## src/rtl/alu_defs_pkg.sv

```systemverilog
// alu_defs_pkg: ALU opcode constants and serial add/sub FSM state encoding
package alu_defs_pkg;
   localparam logic [2:0] ADD     = 3'd0;
   localparam logic [2:0] SUB     = 3'd1;
   localparam logic [2:0] XOR_SEL = 3'd2;
   localparam logic [2:0] SLT     = 3'd3;
   localparam logic [2:0] AND_SEL = 3'd4;
   localparam logic [2:0] NAND    = 3'd5;
   localparam logic [2:0] NOR     = 3'd6;
   localparam logic [2:0] OR_SEL  = 3'd7;
   typedef enum logic [1:0] {IDLE, RUN, DONE} state_t;
endpackage

```

## src/rtl/addsub_serial_if.sv

```systemverilog
// addsub_serial_if: operand/command input and result/flag output handshakes
interface addsub_serial_if #(parameter int WIDTH = 32);
   logic             in_valid;
   logic             in_ready;
   logic [WIDTH-1:0] a;
   logic [WIDTH-1:0] b;
   logic [2:0]       command;
   logic             out_valid;
   logic             out_ready;
   logic [WIDTH-1:0] result;
   logic             carryout;
   logic             overflow;
   logic             zero;
   modport master (output in_valid, a, b, command, out_ready,
                   input  in_ready, out_valid, result, carryout, overflow, zero);
   modport slave  (input  in_valid, a, b, command, out_ready,
                   output in_ready, out_valid, result, carryout, overflow, zero);
endinterface

```

## src/rtl/addsub_chunk.sv

```systemverilog
// addsub_chunk: combinational CHUNK-bit adder with optional B inversion
module addsub_chunk #(parameter int CHUNK = 8) (
   input  logic [CHUNK-1:0] a,
   input  logic [CHUNK-1:0] b,
   input  logic             inv_b,
   input  logic             cin,
   output logic [CHUNK-1:0] sum,
   output logic             cout
);
   assign {cout, sum} = {1'b0, a} + {1'b0, b ^ {CHUNK{inv_b}}} + {{CHUNK{1'b0}}, cin};
endmodule

```

## src/rtl/addsub_serial.sv

```systemverilog
// addsub_serial: multicycle add/sub/slt, CHUNK bits per clock with registered carry
module addsub_serial
   import alu_defs_pkg::*;
#(
   parameter int WIDTH = 32,
   parameter int CHUNK = 8
) (
   input  logic clk,
   input  logic reset_n,
   addsub_serial_if.slave bus
);
   localparam int NCHUNK = WIDTH / CHUNK;
   localparam int IW = (NCHUNK > 1) ? $clog2(NCHUNK) : 1;
   localparam logic [IW-1:0] LAST = IW'(NCHUNK - 1);

   state_t           state_q, state_d;
   logic [WIDTH-1:0] a_q, a_d, b_q, b_d, res_q, res_d, raw;
   logic [2:0]       cmd_q, cmd_d;
   logic [IW-1:0]    idx_q, idx_d;
   logic             carry_q, carry_d, cout_q, cout_d, ovf_q, ovf_d, zero_q, zero_d;
   logic             sub, sup, c_out, r_msb, ovf;
   logic [CHUNK-1:0] a_c, b_c, s_c;

   assign sub = (cmd_q == SUB) || (cmd_q == SLT);
   assign sup = sub || (cmd_q == ADD);
   assign a_c = a_q[idx_q*CHUNK +: CHUNK];
   assign b_c = b_q[idx_q*CHUNK +: CHUNK];

   addsub_chunk #(.CHUNK(CHUNK)) u_chunk (
      .a(a_c), .b(b_c), .inv_b(sub), .cin(carry_q), .sum(s_c), .cout(c_out)
   );

   // merge the current chunk sum into the result and derive signed overflow from the raw MSB
   always_comb begin
      raw = res_q;
      raw[idx_q*CHUNK +: CHUNK] = s_c;
      r_msb = raw[WIDTH-1];
      ovf = (a_q[WIDTH-1] == (b_q[WIDTH-1] ^ sub)) && (r_msb != a_q[WIDTH-1]);
   end

   // next-state, chunk sequencing and flag finalisation
   always_comb begin
      state_d = state_q;
      a_d     = a_q;
      b_d     = b_q;
      cmd_d   = cmd_q;
      idx_d   = idx_q;
      carry_d = carry_q;
      res_d   = res_q;
      cout_d  = cout_q;
      ovf_d   = ovf_q;
      zero_d  = zero_q;
      case (state_q)
         IDLE: if (bus.in_valid) begin
            a_d     = bus.a;
            b_d     = bus.b;
            cmd_d   = bus.command;
            carry_d = (bus.command == SUB) || (bus.command == SLT);
            idx_d   = '0;
            res_d   = '0;
            state_d = RUN;
         end
         RUN: begin
            res_d   = raw;
            carry_d = c_out;
            idx_d   = idx_q + 1'b1;
            if (idx_q == LAST) begin
               state_d = DONE;
               cout_d  = sup & c_out;
               ovf_d   = sup & ovf;
               res_d   = !sup ? '0 : (cmd_q == SLT) ? {{(WIDTH-1){1'b0}}, r_msb ^ ovf} : raw;
               zero_d  = ~|res_d;
            end
         end
         DONE: state_d = bus.out_ready ? IDLE : DONE;
         default: state_d = IDLE;
      endcase
   end

   // state and datapath registers, cleared asynchronously
   always_ff @(posedge clk or negedge reset_n) begin
      if (!reset_n) begin
         state_q <= IDLE;
         a_q     <= '0;
         b_q     <= '0;
         cmd_q   <= '0;
         idx_q   <= '0;
         carry_q <= 1'b0;
         res_q   <= '0;
         cout_q  <= 1'b0;
         ovf_q   <= 1'b0;
         zero_q  <= 1'b0;
      end else begin
         state_q <= state_d;
         a_q     <= a_d;
         b_q     <= b_d;
         cmd_q   <= cmd_d;
         idx_q   <= idx_d;
         carry_q <= carry_d;
         res_q   <= res_d;
         cout_q  <= cout_d;
         ovf_q   <= ovf_d;
         zero_q  <= zero_d;
      end
   end

   assign bus.in_ready  = (state_q == IDLE) & reset_n;
   assign bus.out_valid = (state_q == DONE);
   assign bus.result    = res_q;
   assign bus.carryout  = cout_q;
   assign bus.overflow  = ovf_q;
   assign bus.zero      = zero_q;
endmodule
```

## src/flat_wrapper.sv

```systemverilog
// flat-port wrapper written by rule: the top's interface ports become plain ports
module addsub_serial_flat import alu_defs_pkg::*;
#(
   parameter int WIDTH = 32,
   parameter int CHUNK = 8
)
  (clk, reset_n, bus_in_valid, bus_a, bus_b, bus_command, bus_out_ready, bus_in_ready, bus_out_valid, bus_result, bus_carryout, bus_overflow, bus_zero);
  addsub_serial_if #(.WIDTH(WIDTH)) bus_i ();
  input  logic clk;
  input  logic reset_n;
  input wire logic [$bits(bus_i.in_valid)-1:0] bus_in_valid;
  input wire logic [$bits(bus_i.a)-1:0] bus_a;
  input wire logic [$bits(bus_i.b)-1:0] bus_b;
  input wire logic [$bits(bus_i.command)-1:0] bus_command;
  input wire logic [$bits(bus_i.out_ready)-1:0] bus_out_ready;
  output wire logic [$bits(bus_i.in_ready)-1:0] bus_in_ready;
  output wire logic [$bits(bus_i.out_valid)-1:0] bus_out_valid;
  output wire logic [$bits(bus_i.result)-1:0] bus_result;
  output wire logic [$bits(bus_i.carryout)-1:0] bus_carryout;
  output wire logic [$bits(bus_i.overflow)-1:0] bus_overflow;
  output wire logic [$bits(bus_i.zero)-1:0] bus_zero;
  assign bus_i.in_valid = bus_in_valid;
  assign bus_i.a = bus_a;
  assign bus_i.b = bus_b;
  assign bus_i.command = bus_command;
  assign bus_i.out_ready = bus_out_ready;
  assign bus_in_ready = bus_i.in_ready;
  assign bus_out_valid = bus_i.out_valid;
  assign bus_result = bus_i.result;
  assign bus_carryout = bus_i.carryout;
  assign bus_overflow = bus_i.overflow;
  assign bus_zero = bus_i.zero;
  addsub_serial #(.WIDTH(WIDTH), .CHUNK(CHUNK)) u_core (.clk(clk), .reset_n(reset_n), .bus(bus_i));
endmodule
```

## config.mk

```make
export PLATFORM = sky130hd
export DESIGN_NAME = addsub_serial_flat
export DESIGN_NICKNAME = d
export VERILOG_FILES = /design/src/rtl/alu_defs_pkg.sv /design/src/rtl/addsub_serial_if.sv /design/src/rtl/addsub_chunk.sv /design/src/rtl/addsub_serial.sv /design/src/flat_wrapper.sv
export SDC_FILE = /design/constraint.sdc
export NUM_CORES = 1
export LEC_CHECK = 0
export CAP_MARGIN = 10
export CORE_ASPECT_RATIO = 2
export CORE_MARGIN = 2
export CORE_UTILIZATION = 40
export CTS_CLUSTER_SIZE = 28
export DETAILED_ROUTE_END_ITERATION = 16
export DONT_BUFFER_PORTS = 1
export PLACE_DENSITY_LB_ADDON = 0.12
export SLEW_MARGIN = 20
export SYNTH_ARGS = -nofsm -noshare
export SYNTH_HDL_FRONTEND = slang
export SYNTH_SLANG_ARGS = --single-unit
export TNS_END_PERCENT = 10
```

## constraint.sdc

```tcl
create_clock -name clk -period 4.9 [get_ports clk]
set_input_delay 0.735 -clock clk [delete_from_list [all_inputs] [get_ports clk]]
set_output_delay 0.735 -clock clk [all_outputs]
set_load 0.005 [all_outputs]
```

==> results.json <==
{
  "status": "complete, no violations",
  "antennaDiodeCount": 0,
  "drc_errors": 0,
  "dieArea_um2": 14100,
  "wl_per_cell_um": 19.0,
  "synthesis.instances": 560,
  "synth_top_family_by_area": "simple AND/OR/NAND/NOR gates",
  "multi_input_area_um2": 2440,
  "synth_area_per_cell_um2": 9.34,
  "final_nets": 640,
  "ys_top_cells_by_area": "dfrtp_1 (51%), nand2_1 (17%), mux4_2 (6.9%)",
  "synth-xor-area-share_pct": 2.18,
  "hp-class": "in -> async",
  "synth.distinct_cells": 43,
  "rsz0062_at_grt": "false",
  "holdBufCountCts": 0,
  "regArea_um2": 2680,
  "synth_area_leader_cell": "dfrtp_1",
  "layout_common_cells": "nand2_1 (234), dfrtp_1 (107), o21ai_0 (26)",
  "skew_ns": 0.00884,
  "vias_per_cell": 5.43,
  "coreArea_um2": 12900,
  "clk_latency_ns": 0.35,
  "io_pins": 108,
  "num_rows": 59,
  "synth_compound_area_share_pct": 9.88,
  "setup_tns_ns": 0,
  "cts-resized-gates": 0,
  "cp.arrival_ns": 3.91,
  "synthesis.nets": 646,
  "synthAdderAreaFrac_pct": 3.87,
  "firstDrtPassIters": 4,
  "crit_family": "adder cells",
  "die_w_um": 84.9,
  "synth-edff-count": 0,
  "grt_usage_pct": 19.6,
  "grt-ovfl-total": 0,
  "synth_area_um2": 5230,
  "hold_viol": 0,
  "drtIter0Drc": 194,
  "cts-htree-levels": 3,
  "period_minus_slack_ns": 3.65,
  "die_h_um": 166,
  "crit_chain": "mux4_2 > xor2_1 > fa_1 > fa_1 > nand2b_1 > a21oi_1 > a21o_1 > a21oi_1 > xor2_1 > a21boi_0 > o31ai_1",
  "cp.buffers_inverters": 0,
  "cts_tree": "done",
  "slew_viol_final": 0,
  "gp_congestion": 0.840,
  "required_ns": 5.16,
  "post-cts-setup-buffers": 0,
  "drv_cap": 0,
  "cp-end-kind": "flop",
  "max_slew_margin_pct": 51.5,
  "timing.fmax_mhz": 274,
  "yosys_warnings": 0,
  "area_delta_synth_final_pct": 8.94,
  "start_kind": "flop",
  "ys_seq_area_share_pct": 51.2,
  "synth_ff_type": "dfrtp_1",
  "synth_top_area_share_pct": 51.2,
  "cts_sinks": 107,
  "slowest_delay_ns": 0.56,
  "via_count": 3858,
  "grt_pass1_vias": 4061,
  "timing.final.crit_share_pct": 74.5,
  "cts_buffers": 9,
  "clkTransAtPathRegs_ns": 0.07,
  "crit_type": "reg -> reg",
  "antenna_found_initial": 0,
  "dp_hpwl_um": 10000,
  "ys_ff_latch": 107,
  "cts-root-buf": "clkbuf_16",
  "wl_um": 13500,
  "synth.mux.area_fraction_pct": 7.08,
  "final_antenna_net_count": 0,
  "finalSetupViolations": 0,
  "path_max_fanout": 5,
  "fillers": 1232,
  "initial_core_util_pct": 40.5,
  "grt_first_pass_wirelength_um": 21500,
  "drive_above_1_share_pct": 7.87,
  "final_common_cell": "nand2_1",
  "yosys.area_share.simple_pct": 23.6,
  "grt_max_degree": 109,
  "cts_buffer_depth": 2,
  "worst_slew_pin_slew_ns": 0.727,
  "port_buffers": 0,
  "crit_path_top_delay_cell": "mux4_2",
  "ys_async_sr_fraction_pct": 100
}
sequential cells by signal, indices dropped and copies added (netlist names), 2 cells and up:
signal and flops:
u_core.b_q 32, u_core.bus.result 32, u_core.state_q 2, u_core.a_q 32
u_core.idx_q 2, u_core.cmd_q 3
stage by stage:
stage / setup WS [ns] / hold slack (ns) / cells / utilization [%] / cell area [µm²]
final: 1.25 / 0.0764 / 711 / 44.1 / 5700
after global routing: 0.945 / 0.0547 / 711 / 44.1 / 5700
after floorplan: 1.48 / 0.439 / 560 / - / 5230
after detailed placement: 1.20 / 0.442 / 695 / 41.6 / 5380
after CTS: 1.20 / 0.0625 / 711 / 44.1 / 5700
after global placement: 1.30 / 0.443 / 695 / 41.6 / 5380
worst reg2reg max path: cells and delay by family, from the launching register on:
kind | cells | cell delay (ns)
fa+ha+maj | 2 | 0.88
mux | 1 | 0.56
flops | 1 | 0.50
simple gates | 1 | 0.16
compound gates | 5 | 0.87
xor+xnor | 2 | 0.59
cells by family after synthesis:
| group | Yosys count |
|---|---|
| mux | 17 |
| xor+xnor | 13 |
| flops | 107 |
| simple gates | 296 |
| buf+inv | 31 |
| fa+ha+maj | 15 |
| compound gates | 81 |
synth_stat cells (3+ instances only):
library cell  number
a211oi_1           4
a21o_1             5
a21oi_1           13
a22o_1            12
a31oi_1            4
clkbuf_1          19
dfrtp_1          107
ha_1              13
inv_1              9
mux4_2            16
nand2_1          235
nand2b_1           9
nor2_1            19
nor2b_1            3
nor3_1             3
nor4_1             7
o21ai_0           26
o21ai_1            6
o31ai_1            3
or4_1              3
xnor2_1            9
xor2_1             4
worst paths after layout:
kind | cells after the start | slack [ns] | endpoint | from
hold reg to reg | 2 | 0.47 | u_core.a_q[18] | u_core.a_q[18]
setup reg to reg | 11 | 1.25 | u_core.bus.zero | u_core.idx_q[0]
min in group clk | 2 | 0.47 | u_core.a_q[18] | u_core.a_q[18]
setup / recovery | 11 | 1.25 | u_core.bus.zero | u_core.idx_q[0]
max in group asynchronous | 0 | 4.64 | u_core.bus.result[9] | reset_n
hold / removal | 0 | 0.08 | u_core.b_q[25] | reset_n
routing by layer:
metal	track usage, %	up-vias	part of all wire, %
met2	35.1	119	54
met4	7.87	0	2.5
met5	0	-	0
met1	22.3	1849	38
li1	-	1868	-
met3	4.37	22	4.9
final cells by class:
| class | instances | area share, % |
|---|---|---|
| inverters | 9 | 0.593 |
| repair buffers | 5 | 0.658 |
| multi-input cells | 422 | 42.8 |
| flip-flops and latches | 107 | 47.0 |
| clock inverters | 4 | 0.966 |
| well taps | 152 | 3.34 |
| clock buffers | 12 | 4.68 |
Power is left out: the tool's default activity adds up to more than one toggle a clock period on the data nets, which glitch-free logic cannot reach.
